[src/rtl/yacht_pkg.sv]
// Shared constants, state encoding and the die-draw helper for the yacht dice engine.
package yacht_pkg;

  localparam int DIE_W    = 3;
  localparam int NUM_DICE = 5;

  localparam logic [3:0] CAT_ONES       = 4'd0;
  localparam logic [3:0] CAT_TWOS       = 4'd1;
  localparam logic [3:0] CAT_THREES     = 4'd2;
  localparam logic [3:0] CAT_FOURS      = 4'd3;
  localparam logic [3:0] CAT_FIVES      = 4'd4;
  localparam logic [3:0] CAT_SIXES      = 4'd5;
  localparam logic [3:0] CAT_CHOICE     = 4'd6;
  localparam logic [3:0] CAT_FOUR_KIND  = 4'd7;
  localparam logic [3:0] CAT_FULL_HOUSE = 4'd8;
  localparam logic [3:0] CAT_SSTRAIGHT  = 4'd9;
  localparam logic [3:0] CAT_LSTRAIGHT  = 4'd10;
  localparam logic [3:0] CAT_YACHT      = 4'd11;

  localparam logic [7:0] SCORE_SSTRAIGHT = 8'd15;
  localparam logic [7:0] SCORE_LSTRAIGHT = 8'd30;
  localparam logic [7:0] SCORE_YACHT     = 8'd50;

  typedef enum logic [1:0] {ST_IDLE, ST_SHAKE, ST_COUNT, ST_EVAL} state_t;

  // Scales a uniform byte onto 1..6 without a divider.
  function automatic logic [DIE_W-1:0] draw_die(input logic [7:0] b);
    logic [10:0] p;
    p = 11'(b) * 11'd6;
    return p[10:8] + 3'd1;
  endfunction

endpackage

[src/rtl/yacht_lfsr32.sv]
// Free-running 32-bit Galois LFSR (x^32+x^22+x^2+x+1); exposes the low 28 bits used for die draws.
module yacht_lfsr32 #(
  parameter logic [31:0] SEED = 32'hACE1_2025
) (
  input  logic        clk,
  input  logic        reset_n,
  output logic [27:0] bits
);

  localparam logic [31:0] INIT = (SEED == 32'd0) ? 32'd1 : SEED;
  localparam logic [31:0] TAPS = 32'h8020_0003;

  logic [31:0] state;

  always_ff @(posedge clk or negedge reset_n) begin
    if (!reset_n) state <= INIT;
    else          state <= (state >> 1) ^ (state[0] ? TAPS : 32'd0);
  end

  assign bits = state[27:0];

endmodule

[src/rtl/yacht_dice_engine.sv]
// Yacht dice roller and category scorer: shake, sequential face histogram, then scoring.
// Optional YACHT_DICE_FORCE_EN adds force_load/force_dice to load dice directly.
module yacht_dice_engine
  import yacht_pkg::*;
#(
  parameter int          SHAKE_CYCLES = 8,
  parameter logic [31:0] LFSR_SEED    = 32'hACE1_2025
) (
  input  logic        clk,
  input  logic        reset_n,
  input  logic        roll_trigger,
  input  logic        new_turn,
  input  logic [4:0]  hold_tgl,
  input  logic [3:0]  category_idx,
  output logic [14:0] dice,
  output logic [4:0]  hold_mask,
  output logic        busy,
  output logic [7:0]  calc_score,
  output logic        score_valid
`ifdef YACHT_DICE_FORCE_EN
  ,
  input  logic        force_load,
  input  logic [14:0] force_dice
`endif
);

  localparam logic [14:0] DICE_RESET = 15'h1249;

  state_t          state;
  logic [7:0]      shake_left;
  logic [2:0]      count_k;
  logic [7:0][2:0] cnt;
  logic [4:0]      sum;
  logic [3:0]      cat_reg;
  logic            rolled;
  logic [27:0]     rnd;
  logic [2:0]      cur_die;

  yacht_lfsr32 #(.SEED(LFSR_SEED)) u_lfsr (
    .clk     (clk),
    .reset_n (reset_n),
    .bits    (rnd)
  );

  assign cur_die = dice[DIE_W*int'(count_k) +: DIE_W];

  function automatic logic [7:0] score_of(input logic [3:0] idx, input logic [7:0][2:0] c,
                                          input logic [4:0] s);
    logic [2:0] face;
    logic [6:1] present;
    logic       has2, has3, has4, has5, ss, ls;
    logic [7:0] score;
    face = idx[2:0] + 3'd1;
    has2 = 1'b0;
    has3 = 1'b0;
    has4 = 1'b0;
    has5 = 1'b0;
    for (int f = 1; f <= 6; f++) begin
      present[f] = (c[f] != 3'd0);
      has2 = has2 | (c[f] == 3'd2);
      has3 = has3 | (c[f] == 3'd3);
      has4 = has4 | (c[f] >= 3'd4);
      has5 = has5 | (c[f] == 3'd5);
    end
    ss = (&present[4:1]) | (&present[5:2]) | (&present[6:3]);
    ls = (&present[5:1]) | (&present[6:2]);
    case (idx)
      CAT_ONES, CAT_TWOS, CAT_THREES,
      CAT_FOURS, CAT_FIVES, CAT_SIXES: score = 8'(c[face]) * 8'(face);
      CAT_CHOICE:     score = 8'(s);
      CAT_FOUR_KIND:  score = has4 ? 8'(s) : 8'd0;
      // A yacht has no pair, so it never counts as a full house.
      CAT_FULL_HOUSE: score = (has3 && has2) ? 8'(s) : 8'd0;
      CAT_SSTRAIGHT:  score = ss ? SCORE_SSTRAIGHT : 8'd0;
      CAT_LSTRAIGHT:  score = ls ? SCORE_LSTRAIGHT : 8'd0;
      CAT_YACHT:      score = has5 ? SCORE_YACHT : 8'd0;
      default:        score = 8'd0;
    endcase
    return score;
  endfunction

`ifdef YACHT_DICE_FORCE_EN
  function automatic logic [2:0] clean_face(input logic [2:0] f);
    return (f == 3'd0 || f == 3'd7) ? 3'd1 : f;
  endfunction
`endif

  always_ff @(posedge clk or negedge reset_n) begin
    if (!reset_n) begin
      state       <= ST_IDLE;
      shake_left  <= 8'd0;
      count_k     <= 3'd0;
      cnt         <= '0;
      sum         <= 5'd0;
      cat_reg     <= 4'd0;
      rolled      <= 1'b0;
      dice        <= DICE_RESET;
      hold_mask   <= 5'd0;
      busy        <= 1'b0;
      calc_score  <= 8'd0;
      score_valid <= 1'b0;
    end else begin
      case (state)
        ST_IDLE: begin
          hold_mask <= new_turn ? 5'd0 : (hold_mask ^ hold_tgl);
          if (roll_trigger) begin
            state       <= ST_SHAKE;
            shake_left  <= 8'(SHAKE_CYCLES - 1);
            busy        <= 1'b1;
            score_valid <= 1'b0;
          end
`ifdef YACHT_DICE_FORCE_EN
          else if (force_load) begin
            for (int i = 0; i < NUM_DICE; i++)
              dice[DIE_W*i +: DIE_W] <= clean_face(force_dice[DIE_W*i +: DIE_W]);
            state       <= ST_COUNT;
            count_k     <= 3'd0;
            cnt         <= '0;
            sum         <= 5'd0;
            busy        <= 1'b1;
            score_valid <= 1'b0;
          end
`endif
          // Rescore the settled histogram when the category moves.
          else if (rolled && category_idx != cat_reg) begin
            state       <= ST_EVAL;
            score_valid <= 1'b0;
          end
        end
        ST_SHAKE: begin
          for (int i = 0; i < NUM_DICE; i++)
            if (!hold_mask[i]) dice[DIE_W*i +: DIE_W] <= draw_die(rnd[5*i +: 8]);
          if (shake_left == 8'd0) begin
            state   <= ST_COUNT;
            count_k <= 3'd0;
            cnt     <= '0;
            sum     <= 5'd0;
          end else begin
            shake_left <= shake_left - 8'd1;
          end
        end
        ST_COUNT: begin
          cnt[cur_die] <= cnt[cur_die] + 3'd1;
          sum          <= sum + 5'(cur_die);
          if (count_k == 3'(NUM_DICE - 1)) state   <= ST_EVAL;
          else                             count_k <= count_k + 3'd1;
        end
        ST_EVAL: begin
          calc_score  <= score_of(category_idx, cnt, sum);
          cat_reg     <= category_idx;
          busy        <= 1'b0;
          score_valid <= 1'b1;
          rolled      <= 1'b1;
          state       <= ST_IDLE;
        end
        default: state <= ST_IDLE;
      endcase
    end
  end

endmodule
[config.mk]
export PLATFORM = sky130hd
export DESIGN_NAME = yacht_dice_engine
export DESIGN_NICKNAME = d
export VERILOG_FILES = /design/src/rtl/yacht_pkg.sv /design/src/rtl/yacht_lfsr32.sv /design/src/rtl/yacht_dice_engine.sv
export SDC_FILE = /design/constraint.sdc
export NUM_CORES = 1
export LEC_CHECK = 0
export BUFFER_PORTS_ARGS = -buffer_cell sky130_fd_sc_hd__buf_2
export CAP_MARGIN = 20
export CELL_PAD_IN_SITES_DETAIL_PLACEMENT = 0
export CELL_PAD_IN_SITES_GLOBAL_PLACEMENT = 1
export CORE_UTILIZATION = 50
export CTS_CLUSTER_SIZE = 8
export DETAILED_ROUTE_END_ITERATION = 7
export PLACE_DENSITY = 0.87
export SLEW_MARGIN = 20
export SYNTH_ARGS = -nofsm -noshare
export SYNTH_HDL_FRONTEND = slang
export SYNTH_SLANG_ARGS = --single-unit
[constraint.sdc]
create_clock -name clk -period 4.3 [get_ports clk]
set_clock_uncertainty 0.05 [all_clocks]
set_input_delay 1.29 -clock clk [delete_from_list [all_inputs] [get_ports clk]]
set_output_delay 1.29 -clock clk [all_outputs]
set_load 0.005 [all_outputs]
==> impl_metrics.env <==
export IMPL_crit_type="input pin to register"
export IMPL_hold_path_class="register to register"
export IMPL_grtUsageTotal=0.2465
export IMPL_clockBufferDepth=2
export IMPL_largest_reg_flops=32
export IMPL_ctsHoldBuffers=0
export IMPL_max_freq_mhz=245.7
export IMPL_antenna_found_initial=0
export IMPL_syn_avg_cell_area_um2=9.843
export IMPL_synth_top_area_frac=0.3390
export IMPL_io_buffers=40
export IMPL_area_growth_pct=11.96
export IMPL_setup_ws_ns=0.2297
export IMPL_cpMostUsedCell="inv_1"
export IMPL_slowest_delay_ns=0.50
export IMPL_largest_register="u_lfsr.state"
export IMPL_ys_ff_latch=107
export IMPL_drcViolationCount=0
export IMPL_final_layout_size_suffix_gt1_frac=0.1948
export IMPL_top_usage_layer="met2"
export IMPL_coreArea_um2=12770
export IMPL_cts_buffers=9
export IMPL_grt_overflow_total=0
export IMPL_cts_max_level=3
export IMPL_crit_buf_inv=3
export IMPL_arrival_ns=4.24
export IMPL_synth_warnings=0
export IMPL_fp_row_count=41
export IMPL_finalHoldViolCount=0
export IMPL_hpwl_mm=11.43
export IMPL_cp_slowest_cell="mux4_2"
export IMPL_tritoncts="built"
export IMPL_fin_hold_ws_ns=0.3068
export IMPL_die_area_um2=13750
export IMPL_antennaDiodeCount=0
export IMPL_met2_usage=0.4247
export IMPL_peakVddDrop_uv=353.3
export IMPL_grt_pass1_vias=5269
export IMPL_slew_violations=0
export IMPL_seq_area_frac_synth=0.4062
export IMPL_ant_nets=0
export IMPL_top_regs="u_lfsr.state (32), cnt (24), dice (15)"
export IMPL_post_cts_buffers=0
export IMPL_root_buffer="clkbuf_16"
export IMPL_cp_top_family="adder cells"
export IMPL_fin_cells=896
export IMPL_io_pins=43
export IMPL_die_w_um=117.3
export IMPL_grtUsageMet3=0.05922
export IMPL_design_area_um2=7438
export IMPL_ys_flop_type="dfrtp_1"
export IMPL_syn_inst=675
export IMPL_final_nets=797
export IMPL_critical_path_required_ns=4.47
export IMPL_clock_sinks=107
export IMPL_tightestPinTransition_ns=0.8262
export IMPL_wl_per_cell_um=17.19
export IMPL_status="complete, no violations"
export IMPL_layout_common_cells="90 x dfrtp_1, 75 x nand2_1, 60 x ha_1"
export IMPL_dp_slack_ns=-0.1479
export IMPL_postPlaceCellArea_um2=7136
export IMPL_post_route_period_util=0.9466
export IMPL_routed_wl_mm=15.40
export IMPL_synth_edff_count=0
export IMPL_cts_resized=0
export IMPL_synth_top_cells_by_area="dfrtp_1 34%, ha_1 12%, dfstp_2 6.7%"
export IMPL_die_y_um=117.3
export IMPL_use_met1=0.3056
export IMPL_final_common_cell="dfrtp_1"
export IMPL_dp_cells=880
export IMPL_async_reset_ff_frac=1.000
export IMPL_fin_crit_ns=4.070
export IMPL_yosysTopAreaCell="dfrtp_1"
export IMPL_clkTransAtPathRegs_ns=0.07
export IMPL_clk_latency_ns=0.36
export IMPL_netlist_area_um2=6644
export IMPL_slew_headroom=0.4475
export IMPL_ys_types=71
export IMPL_vias=5229
export IMPL_grt_pass1_wl_mm=25.83
export IMPL_via_per_inst=5.836
export IMPL_power_density_nw_per_um2=459.2
export IMPL_crit_chain="buf_2 -> inv_1 -> ha_4 -> mux4_2 -> nor2b_4 -> a21oi_2 -> or2_4 -> fa_1 -> inv_1 -> ha_2 -> fa_2 -> a221oi_2 -> o22ai_1"
export IMPL_rsz0062_at_grt="no"
export IMPL_grt_max_degree=57
export IMPL_power_leakage_nw=3.613
export IMPL_start_kind="input pin"
export IMPL_place_congestion=0.9405
export IMPL_start_util=0.5201
export IMPL_drt_pass1_iter_count=4
export IMPL_maxCapViolations=0
export IMPL_setup_violations=0
export IMPL_worst_path_max_fanout=5
export IMPL_fin_tns_setup_ns=0
export IMPL_drt_iter0_markers=304
export IMPL_end_kind="register"
-- where the power goes --
group | internal [W] | leakage, nW | switching [W] | total (W)
sequential | 0.00119 | 1.38 | 0.000173 | 0.00136
combinational | 0.000466 | 2.09 | 0.000739 | 0.00120
clock | 0.000459 | 0.141 | 0.000393 | 0.000853
-- metrics by stage --
stage               total power, W  utilization
finish                    0.003416       0.5823
global route              0.003656       0.5823
CTS                       0.003443       0.5823
detailed placement        0.002586       0.5586
global placement          0.002519       0.5586
floorplan                 0.002229            -
-- layer usage --
layer | part of all wire | up-vias
met2 | 0.49 | 123
met5 | 0 | -
met4 | 0.018 | 0
li1 | - | 2521
met3 | 0.053 | 22
met1 | 0.44 | 2563
-- worst paths after layout --
path,start,endpoint,slack (ns),cells after the start
max,category_idx[1],calc_score[3]$_DFFE_PN0P_,0.23,13
min,u_lfsr.state[30]$_DFF_PN0_,u_lfsr.state[29]$_DFF_PN1_,0.31,0
max reg2reg,count_k[0]$_DFFE_PN0P_,cnt[20]$_DFFE_PN0P_,0.84,11
min reg2reg,u_lfsr.state[30]$_DFF_PN0_,u_lfsr.state[29]$_DFF_PN1_,0.31,0
max in group asynchronous,reset_n,cnt[9]$_DFFE_PN0P_,2.56,2
min in group asynchronous,reset_n,hold_mask[3]$_DFFE_PN0N_,0.91,1
-- final cells by class --
type / count / area [um2]
clock buffers: 10 / 229.0
clock inverters: 6 / 73.82
fillers: 1057 / 5335
inverters: 46 / 177.7
multi-input cells: 501 / 3724
flip-flops and latches: 107 / 2699
well taps: 172 / 215.2
repair buffers: 54 / 320.3
-- cells in the mapped netlist (5+ instances only) --
master	n
xor2_1	10
nor3_1	9
dfrtp_1	90
a21o_1	13
nand3_1	27
a31o_2	5
dfstp_2	17
nor2_1	34
mux2_2	17
or3_1	5
nor2b_1	7
nor3b_1	5
mux4_2	6
a32o_1	6
ha_1	62
o22ai_1	18
mux2i_1	17
nand2_1	75
inv_1	44
a21oi_1	53
clkbuf_1	14
xnor2_1	15
o21ai_0	41
-- cells by family after synthesis --
family                     Yosys count  share of synthesized area
xor gates and xnor gates            25                    0.03296
AOI/OAI and AO/OA                  177                     0.1795
muxes                               40                    0.07476
and+or+nand+nor                    192                     0.1390
buffers and inverters               68                    0.04124
DFF                                107                     0.4062
adders and majority gates           65                     0.1258
other                                1                  0.0005644
No activity file was read; power rests on OpenSTA's default activity.
